--- src/rtl/load_store_unit.sv ---
// -----------------------------------------------------------------------------
// load_store_unit
// Bridges the execute stage to a fixed-latency, ready-less data memory. Takes one
// RISC-V load/store at a time, issues a single word-aligned access with byte
// strobes, and returns extended load data, a store acknowledge, or an error.
// Misaligned accesses and illegal funct3 values are answered with resp_err and
// never reach memory.
//
// Ports
//   clk, rst_n            clock / asynchronous active-low reset
//   req_valid/req_ready   request handshake (ready only while idle)
//   req_we, req_funct3    1=store; 000 B, 001 H, 010 W, 100 BU, 101 HU
//   req_addr, req_wdata   byte address, store data (LSBs used for B/H)
//   req_rd                load destination tag, echoed on resp_rd
//   resp_valid/resp_ready response handshake; resp_* held while stalled
//   resp_rdata, resp_rd   extended load data (0 for stores/errors), tag
//   resp_err              misaligned or illegal funct3
//   dmem_addr/wdata/wstrb word address, lane-replicated data, byte enables
//   dmem_ren, dmem_rdata  one-cycle read strobe, data MEM_LATENCY cycles later
// -----------------------------------------------------------------------------
module load_store_unit #(
  parameter int MEM_LATENCY = 1  // 1..4
) (
  input  logic        clk,
  input  logic        rst_n,
  input  logic        req_valid,
  output logic        req_ready,
  input  logic        req_we,
  input  logic [2:0]  req_funct3,
  input  logic [31:0] req_addr,
  input  logic [31:0] req_wdata,
  input  logic [4:0]  req_rd,
  output logic        resp_valid,
  input  logic        resp_ready,
  output logic [31:0] resp_rdata,
  output logic [4:0]  resp_rd,
  output logic        resp_err,
  output logic [31:0] dmem_addr,
  output logic [31:0] dmem_wdata,
  output logic [3:0]  dmem_wstrb,
  output logic        dmem_ren,
  input  logic [31:0] dmem_rdata
);

  typedef enum logic [1:0] {IDLE, ACCESS, WAIT, RESP} state_t;

  localparam logic [1:0] CNT_INIT = 2'(MEM_LATENCY - 1);

  state_t      state_q, state_d;
  logic        we_q, we_d;
  logic [2:0]  funct3_q, funct3_d;
  logic [1:0]  a_lo_q, a_lo_d;
  logic [4:0]  rd_q, rd_d;
  logic [1:0]  cnt_q, cnt_d;
  logic [31:0] dmem_addr_q, dmem_addr_d;
  logic [31:0] dmem_wdata_q, dmem_wdata_d;
  logic [3:0]  dmem_wstrb_q, dmem_wstrb_d;
  logic        dmem_ren_q, dmem_ren_d;
  logic [31:0] resp_rdata_q, resp_rdata_d;
  logic        resp_err_q, resp_err_d;

  // Request decode on the live request fields (only used in the accept cycle).
  logic        req_err;
  logic [3:0]  st_strb;
  logic [31:0] st_wdata;

  always_comb begin
    req_err = 1'b0;
    case (req_funct3)
      3'b000:  req_err = 1'b0;
      3'b001:  req_err = req_addr[0];
      3'b010:  req_err = (req_addr[1:0] != 2'b00);
      3'b100:  req_err = req_we;                    // no unsigned store
      3'b101:  req_err = req_we | req_addr[0];
      default: req_err = 1'b1;
    endcase
  end

  always_comb begin
    st_strb  = 4'b1111;
    st_wdata = req_wdata;
    case (req_funct3[1:0])
      2'b00: begin
        st_strb  = 4'b0001 << req_addr[1:0];
        st_wdata = {4{req_wdata[7:0]}};
      end
      2'b01: begin
        st_strb  = 4'b0011 << {req_addr[1], 1'b0};
        st_wdata = {2{req_wdata[15:0]}};
      end
      default: begin
        st_strb  = 4'b1111;
        st_wdata = req_wdata;
      end
    endcase
  end

  // Load lane select and extension, using the captured funct3/offset.
  logic [7:0]  ld_byte;
  logic [15:0] ld_half;
  logic [31:0] ld_data;

  always_comb begin
    case (a_lo_q)
      2'd0:    ld_byte = dmem_rdata[7:0];
      2'd1:    ld_byte = dmem_rdata[15:8];
      2'd2:    ld_byte = dmem_rdata[23:16];
      default: ld_byte = dmem_rdata[31:24];
    endcase
    ld_half = a_lo_q[1] ? dmem_rdata[31:16] : dmem_rdata[15:0];
    case (funct3_q)
      3'b000:  ld_data = {{24{ld_byte[7]}}, ld_byte};
      3'b100:  ld_data = {24'd0, ld_byte};
      3'b001:  ld_data = {{16{ld_half[15]}}, ld_half};
      3'b101:  ld_data = {16'd0, ld_half};
      default: ld_data = dmem_rdata;
    endcase
  end

  always_comb begin
    state_d      = state_q;
    we_d         = we_q;
    funct3_d     = funct3_q;
    a_lo_d       = a_lo_q;
    rd_d         = rd_q;
    cnt_d        = cnt_q;
    dmem_addr_d  = dmem_addr_q;
    dmem_wdata_d = dmem_wdata_q;
    dmem_wstrb_d = 4'b0000;  // strobes are single-cycle pulses
    dmem_ren_d   = 1'b0;
    resp_rdata_d = resp_rdata_q;
    resp_err_d   = resp_err_q;

    case (state_q)
      IDLE: begin
        if (req_valid) begin
          we_d         = req_we;
          funct3_d     = req_funct3;
          a_lo_d       = req_addr[1:0];
          rd_d         = req_rd;
          resp_rdata_d = 32'd0;
          resp_err_d   = req_err;
          if (req_err) begin
            state_d = RESP;
          end else begin
            // dmem_* are registered here so they appear during ACCESS.
            state_d     = ACCESS;
            dmem_addr_d = {req_addr[31:2], 2'b00};
            if (req_we) begin
              dmem_wstrb_d = st_strb;
              dmem_wdata_d = st_wdata;
            end else begin
              dmem_ren_d = 1'b1;
            end
          end
        end
      end
      ACCESS: begin
        if (we_q) begin
          state_d = RESP;
        end else begin
          state_d = WAIT;
          cnt_d   = CNT_INIT;
        end
      end
      WAIT: begin
        if (cnt_q == 2'd0) begin
          resp_rdata_d = ld_data;
          state_d      = RESP;
        end else begin
          cnt_d = cnt_q - 2'd1;
        end
      end
      RESP: begin
        if (resp_ready) state_d = IDLE;
      end
      default: state_d = IDLE;
    endcase
  end

  always_ff @(posedge clk or negedge rst_n) begin
    if (!rst_n) begin
      state_q      <= IDLE;
      we_q         <= 1'b0;
      funct3_q     <= 3'd0;
      a_lo_q       <= 2'd0;
      rd_q         <= 5'd0;
      cnt_q        <= 2'd0;
      dmem_addr_q  <= 32'd0;
      dmem_wdata_q <= 32'd0;
      dmem_wstrb_q <= 4'd0;
      dmem_ren_q   <= 1'b0;
      resp_rdata_q <= 32'd0;
      resp_err_q   <= 1'b0;
    end else begin
      state_q      <= state_d;
      we_q         <= we_d;
      funct3_q     <= funct3_d;
      a_lo_q       <= a_lo_d;
      rd_q         <= rd_d;
      cnt_q        <= cnt_d;
      dmem_addr_q  <= dmem_addr_d;
      dmem_wdata_q <= dmem_wdata_d;
      dmem_wstrb_q <= dmem_wstrb_d;
      dmem_ren_q   <= dmem_ren_d;
      resp_rdata_q <= resp_rdata_d;
      resp_err_q   <= resp_err_d;
    end
  end

  assign req_ready  = (state_q == IDLE);
  assign resp_valid = (state_q == RESP);
  assign resp_rdata = resp_rdata_q;
  assign resp_rd    = rd_q;
  assign resp_err   = resp_err_q;
  assign dmem_addr  = dmem_addr_q;
  assign dmem_wdata = dmem_wdata_q;
  assign dmem_wstrb = dmem_wstrb_q;
  assign dmem_ren   = dmem_ren_q;

endmodule
--- config.mk ---
export PLATFORM = sky130hd
export DESIGN_NAME = load_store_unit
export DESIGN_NICKNAME = d
export VERILOG_FILES = /design/src/rtl/load_store_unit.sv
export SDC_FILE = /design/constraint.sdc
export NUM_CORES = 1
export LEC_CHECK = 0
export CORE_UTILIZATION = 48
export CTS_BUF_LIST = sky130_fd_sc_hd__clkbuf_8
export CTS_CLUSTER_SIZE = 20
export DETAILED_ROUTE_END_ITERATION = 12
export GPL_TIMING_DRIVEN = 0
export PLACE_DENSITY_LB_ADDON = 0.15
export SETUP_SLACK_MARGIN = 0.2
export SLEW_MARGIN = 30
export SYNTH_ARGS = -nofsm -noshare
export SYNTH_HDL_FRONTEND = slang
export SYNTH_SLANG_ARGS = --single-unit
--- constraint.sdc ---
create_clock -name clk -period 4.1 [get_ports clk]
set_input_delay 0.82 -clock clk [delete_from_list [all_inputs] [get_ports clk]]
set_output_delay 0.82 -clock clk [all_outputs]
set_load 0.01 [all_outputs]
==> flow_metrics.env, run 1 <==
export IMPL_status="finished, final reports clean"
export IMPL_die_h_um=106.5
export IMPL_cts_sinks=115
export IMPL_synth_xor_area_share_pct=0
export IMPL_endpoint_kind="output port"
export IMPL_timing_final_crit_share_pct=62.18
export IMPL_groute_usage_overall_pct=28.76
export IMPL_cts_max_path_buffers=2
export IMPL_numCtsBuffers=17
export IMPL_holdWs_ns=0.2820
export IMPL_grt_pass1_vias=4856
export IMPL_synth_edf_count=0
export IMPL_grt_setup_unrepaired="false"
export IMPL_drive_above_1_share_pct=13.62
export IMPL_synth_adder_area_share_pct=1.194
export IMPL_p_leak_nw=3.445
export IMPL_report_final_slew_viol_count=0
export IMPL_cts_tree="done"
export IMPL_layout_commonest_cell="clkdlybuf4s50_1"
export IMPL_area_growth_pct=52.53
export IMPL_async_reset_ff_share_pct=100.0
export IMPL_dp_hpwl_mm=11.46
export IMPL_syn_area_mm2=0.005238
export IMPL_crit_arrival_ns=1.73
export IMPL_grt_pass1_wl_mm=24.78
export IMPL_cp_startpoint="state_q[0]$_DFFE_PN0P_"
export IMPL_synth_cell_type_count=44
export IMPL_synth_simple_gate_area_share_pct=9.269
export IMPL_htree_levels=4
export IMPL_ys_ff_latch=115
export IMPL_drtIter0Drc=187
export IMPL_die_w_um=106.5
export IMPL_die_area_mm2=0.01133
export IMPL_insertion_delay_ns=0.44
export IMPL_synth_yosys_seq_area_share_pct=54.95
export IMPL_num_io_pins=218
export IMPL_setup_viol=0
export IMPL_wire_per_inst_um=18.63
export IMPL_peakVddDrop_v=0.0003984
export IMPL_num_antenna_cells=0
export IMPL_final_nets=807
export IMPL_hold_viol=0
export IMPL_reg2reg_from="state_q[0]$_DFFE_PN0P_"
export IMPL_fillers=751
export IMPL_postRouteAntennaNets=0
export IMPL_cp_required_ns=3.28
export IMPL_place_congestion=0.8533
export IMPL_netlist_instances=459
export IMPL_path_clk_slew_ns=0.07
export IMPL_synth_warnings=0
export IMPL_synth_ff_type="dfrtp_1"
export IMPL_min_delay_path_class="in -> async"
export IMPL_rows=37
export IMPL_vias=4699
export IMPL_power_density_mw_per_mm2=700.3
export IMPL_start_util_pct=50.06
export IMPL_slew_headroom_pct=53.84
export IMPL_postRouteWirelength_mm=15.67
export IMPL_first_pass_iters=5
export IMPL_mostFrequentLayoutCells="clkdlybuf4s50_1, dfrtp_1, mux2_2, o21ai_0, nand2_1"
export IMPL_core_area_mm2=0.01046
export IMPL_grt_start_max_net_pins=66
export IMPL_io_buffers=213
export IMPL_fin_crit_ns=2.549
export IMPL_ctsHoldBuffers=0
export IMPL_postCtsSetupBuffers=0
export IMPL_grt_ovfl_total=0
export IMPL_skew_ns=0.009678
export IMPL_clock_fmax_ghz=0.3922
export IMPL_crit_type="reg -> out"
export IMPL_via_per_inst=5.587
export IMPL_tightest_slew_ns=0.6924
export IMPL_cts_root_buffer="clkbuf_8"
export IMPL_antenna_found_initial=0
export IMPL_muxShareOfSynthArea_pct=17.08
export IMPL_synth_compound_area_share_pct=14.12
export IMPL_cp_start_kind="flip-flop"
export IMPL_syn_mean_instance_area_um2=11.41
export IMPL_synth_top_family_by_area="multiplexers"
export IMPL_utilization_pct=76.36
export IMPL_path_max_fanout=4
export IMPL_drcViolationCount=0
export IMPL_maxCapViolations=0
export IMPL_cts_resized=0
==> state kept, by name, indices dropped and copies added, names as in the netlist <==
signal / cells
a_lo_q: 2
cnt_q: 2
dmem_addr: 30
dmem_ren: 1
dmem_wdata: 32
dmem_wstrb: 4
funct3_q: 3
resp_err: 1
resp_rd: 5
resp_rdata: 32
state_q: 2
we_q: 1
==> power by group <==
part	internal, mW	switching [mW]
Sequential	1.62	0.281
Combinational	1.42	1.17
Clock	0.639	0.463
Total	3.68	1.92
==> critical path, stage by stage, from the launching register on <==
cell,delay (ns)
dfrtp_1,0.42
inv_1,0.14
ha_1,0.19
clkdlybuf4s50_1,0.55
==> layer usage <==
layer  wire (um)  vias to the layer above  track usage [%]  part of all wire, %
met2        7945                      233            49.35                   51
li1            -                     2126                -                    -
met4         505                        0            13.60                  3.2
met5           0                        -                0                    0
met3        1362                       39            9.258                  8.7
met1        5853                     2301            32.37                   37
==> logic make-up after synthesis <==
| group | Yosys count |
|---|---|
| muxes | 83 |
| buffers and inverters | 40 |
| DFF | 115 |
| other | 1 |
| and+or+nand+nor | 102 |
| AOI/OAI and AO/OA | 113 |
| adders and majority gates | 5 |
==> through the flow <==
| step | power, mW | instance area (um2) | setup slack, ns | cells | setup TNS (ns) |
|---|---|---|---|---|---|
| after global routing | 5.906 | 7989 | 1.499 | 841 | 0 |
| final | 5.595 | 7989 | 1.551 | 841 | 0 |
| after detailed placement | 4.477 | 7576 | 1.189 | 810 | 0 |
| after floorplan | 3.119 | 5241 | 1.836 | 460 | 0 |
| after global placement | 4.374 | 7543 | -2.135 | 809 | -244.95 |
| after CTS | 5.606 | 7986 | 1.539 | 841 | 0 |
==> final cells by class <==
type	instances	area, um2	share of cell area (%)
Clock buffer	20	275.3	3.446
Tap cell	136	170.2	2.130
Buffer	32	143.9	1.801
Multi-Input combinational cell	305	2192	27.44
Sequential cell	115	2878	36.02
Timing Repair Buffer	214	2165	27.09
Inverter	8	30.03	0.3759
Clock inverter	11	135.1	1.691
==> path summary, 6_finish.rpt <==
kind / end / slack (ns) / cells after the start
worst max-delay path: req_ready / 1.55 / 3
worst min-delay path: resp_rdata[2]$_DFFE_PN0P_ / 0.28 / 1
worst max register to register: resp_rdata[23]$_DFFE_PN0P_ / 1.84 / 9
worst min register to register: resp_err$_DFFE_PN0P_ / 0.48 / 2
max in group asynchronous: dmem_addr[24]$_DFFE_PN0P_ / 3.17 / 2
min in group clk: resp_err$_DFFE_PN0P_ / 0.48 / 2
==> synthesized netlist by cell type (3+ instances only) <==
| library cell | n | share of area, % |
|---|---|---|
| dfrtp_1 | 115 | 55 |
| mux2_2 | 51 | 11 |
| o21ai_0 | 47 | 4.5 |
| nand2_1 | 43 | 3.1 |
| mux2i_1 | 32 | 6.1 |
| clkbuf_1 | 21 | 1.5 |
| nor2_1 | 21 | 1.5 |
| a21oi_1 | 20 | 1.9 |
| a221o_1 | 15 | 2.9 |
| nand2b_1 | 14 | 1.7 |
| o22ai_1 | 9 | 1.1 |
| inv_1 | 8 | 0.57 |
| a32o_1 | 7 | 1.3 |
| buf_2 | 7 | 0.67 |
| nor3b_1 | 6 | 0.86 |
| ha_1 | 5 | 1.2 |
| nand3_1 | 3 | 0.29 |
| nor2b_1 | 3 | 0.36 |
| nor3_1 | 3 | 0.29 |
(Power assumes the default switching activity.)
==> run 2, diff against run 1 <==
- CORE_UTILIZATION: 48 -> 40
- clock period: 4.1 -> 2.1 ns (I/O delays scaled with it)
==> run 2 against run 1 <==
Against the previous run:
- clock-buffer cell count unchanged
- sequential power up 95%
- clock power up 84%
- via count down 0.11%
- routed wire length up 0.70%
- sequential share of layout area down 1.4 points
- worst hold slack better by 0.095 ns
- sequential cell count unchanged
- cell count up 5.9%
- combinational power up 110%
- largest power group unchanged
==> flow_metrics.env, run 2 (synthesis results as in run 1) <==
export IMPL_die_area_mm2=0.01356
export IMPL_multi_input_area_mm2=0.002285
export IMPL_vias=4694
export IMPL_r2r_end="resp_rdata[18]$_DFFE_PN0P_"
export IMPL_path_clk_slew_ns=0.07
export IMPL_cts_max_path_buffers=2
export IMPL_min_to="dmem_wstrb[3]$_DFF_PN0_"
export IMPL_status="finished, final reports clean"
export IMPL_wl_met2_mm=8.260
export IMPL_tightest_slew_ns=0.9454
export IMPL_crit_family="buffers and inverters"
export IMPL_antenna_found_initial=0
export IMPL_drcViolationCount=0
export IMPL_slew_headroom_pct=36.74
export IMPL_path_buf_inv=2
export IMPL_peakVddDrop_v=0.0005837
export IMPL_maxCapViolations=0
export IMPL_postRouteAntennaNets=0
export IMPL_regToRegSetupSlack_ns=0.18
export IMPL_insertion_delay_ns=0.44
export IMPL_worstPathCellList="clkdlybuf4s50_1 -> mux2_4 -> mux2_4 -> o2111a_2 -> buf_12 -> a221o_1"
export IMPL_fin_ws_ns=0.1664
export IMPL_regArea_mm2=0.002879
export IMPL_num_antenna_cells=0
export IMPL_drive_above_1_share_pct=17.94
export IMPL_skew_ns=0.007758
export IMPL_timing_final_crit_share_pct=92.07
export IMPL_start_util_pct=41.34
export IMPL_htree_levels=4
export IMPL_dp_hpwl_mm=11.44
export IMPL_core_area_mm2=0.01267
export IMPL_reg2reg_from="a_lo_q[0]$_DFFE_PN0P_"
export IMPL_wire_per_inst_um=17.71
export IMPL_grt_ovfl_total=0
export IMPL_pre_cts_slack_ns=-0.4016
export IMPL_cts_root_buffer="clkbuf_8"
export IMPL_r2r_cells=5
export IMPL_clock_fmax_ghz=0.5172
export IMPL_crit_arrival_ns=2.26
export IMPL_path_max_fanout=6
export IMPL_rows=41
export IMPL_place_congestion=0.9093
export IMPL_groute_usage_overall_pct=23.88
export IMPL_cp_common_cell="mux2_4"
export IMPL_num_io_pins=218
export IMPL_die_w_um=116.4
export IMPL_hold_path_depth=3
export IMPL_p_leak_nw=3.611
export IMPL_crit_slowest_cell="clkdlybuf4s50_1"
export IMPL_grt_pass1_wl_mm=24.18
export IMPL_area_growth_pct=58.65
export IMPL_crit_type="in -> reg"
export IMPL_setup_viol=0
export IMPL_mostFrequentLayoutCells="clkdlybuf4s50_1, dfrtp_1, mux2_2, o21ai_0, nand2_1"
export IMPL_grt_setup_unrepaired="true"
export IMPL_numCtsBuffers=17
export IMPL_cts_sinks=115
export IMPL_die_h_um=116.4
export IMPL_min_delay_path_class="in -> reg"
export IMPL_drtIter0Drc=328
export IMPL_drt_met1_wl_mm=5.880
export IMPL_report_final_slew_viol_count=0
export IMPL_cts_tree="done"
export IMPL_power_density_mw_per_mm2=1350
export IMPL_final_nets=820
export IMPL_io_buffers=213
export IMPL_layout_commonest_cell="clkdlybuf4s50_1"
export IMPL_fin_crit_ns=1.934
export IMPL_cp_start_kind="input port"
export IMPL_first_pass_iters=5
export IMPL_slowest_delay_ns=0.51
export IMPL_fillers=1030
export IMPL_wl_met3_mm=1.302
export IMPL_grt_pass1_vias=4718
export IMPL_hold_viol=0
export IMPL_via_per_inst=5.268
export IMPL_top_layer="met4"
export IMPL_endpoint_kind="flip-flop"
export IMPL_postRouteWirelength_mm=15.78
export IMPL_grt_start_max_net_pins=62
export IMPL_cp_required_ns=2.42
export IMPL_hp_start="req_addr[1]"
export IMPL_setup_tns_final_ns=0
[run 2: where the power goes]
part / internal (mW) / switching, mW / total, mW / leakage (nW)
logic: 3.09 / 2.39 / 5.48 / 1.95
clock network: 1.13 / 0.898 / 2.02 / 0.210
registers: 3.16 / 0.553 / 3.71 / 1.46
total: 7.38 / 3.84 / 11.2 / 3.61
[run 2: layout make-up]
class / count / share of cell area [%]
Clock buffer: 20 / 3.313
Clock inverter: 12 / 1.370
Buffer: 32 / 2.379
Tap cell: 172 / 2.590
Multi-Input combinational cell: 305 / 27.50
Timing Repair Buffer: 227 / 27.84
Inverter: 8 / 0.3614
Sequential cell: 115 / 34.65
[run 2: worst max-delay path by stage]
stage,start,end,slack (ns),depth (start not counted)
floorplan,state_q[1]$_DFFE_PN0P_,resp_rdata[22]$_DFFE_PN0P_,0.21,9
global placement,rst_n,dmem_addr[13]$_DFFE_PN0P_,-3.85,1
detailed placement,req_addr[0],dmem_addr[4]$_DFFE_PN0P_,-0.40,6
CTS,req_addr[1],dmem_addr[4]$_DFFE_PN0P_,0.16,6
global route,state_q[0]$_DFFE_PN0P_,resp_rdata[28]$_DFFE_PN0P_,0.15,9
finish,dmem_rdata[31],resp_rdata[18]$_DFFE_PN0P_,0.17,6
[run 2: per-layer routing]
layer | vias to the layer above | GRT usage (%)
met4 | 0 | 12.14
met5 | - | 0
met1 | 2327 | 26.35
met2 | 194 | 41.03
li1 | 2148 | -
met3 | 25 | 7.992
[run 2: worst register-to-register path: cells and delay by family (launching register included)]
family / cells / cell delay (ns)
buffers and inverters: 1 / 0.15
muxes: 2 / 0.61
DFF: 1 / 0.46
AOI/OAI and AO/OA: 2 / 0.58
[run 2: metrics by stage]
| step | area [um2] | utilization (%) | std cells | total power [mW] | hold slack, ns |
|---|---|---|---|---|---|
| floorplan | 5256 | - | 460 | 6.117 | 0.1244 |
| global placement | 7604 | 60.01 | 845 | 8.622 | 0.4628 |
| detailed placement | 7636 | 60.26 | 846 | 8.784 | 0.3719 |
| CTS | 8147 | 64.29 | 885 | 11.03 | 0.4667 |
| global route | 8309 | 65.58 | 891 | 11.87 | 0.3992 |
| finish | 8309 | 65.58 | 891 | 11.22 | 0.3774 |
[run 2: what timing repair did]
action,in CTS,in global routing
hold buffers,1,0
cloned,0,2
resized for setup,20,32
endpoints found under the hold margin,54,0
buffers inserted,6,4
pin swaps,2,3
endpoints found under the setup margin,78,91
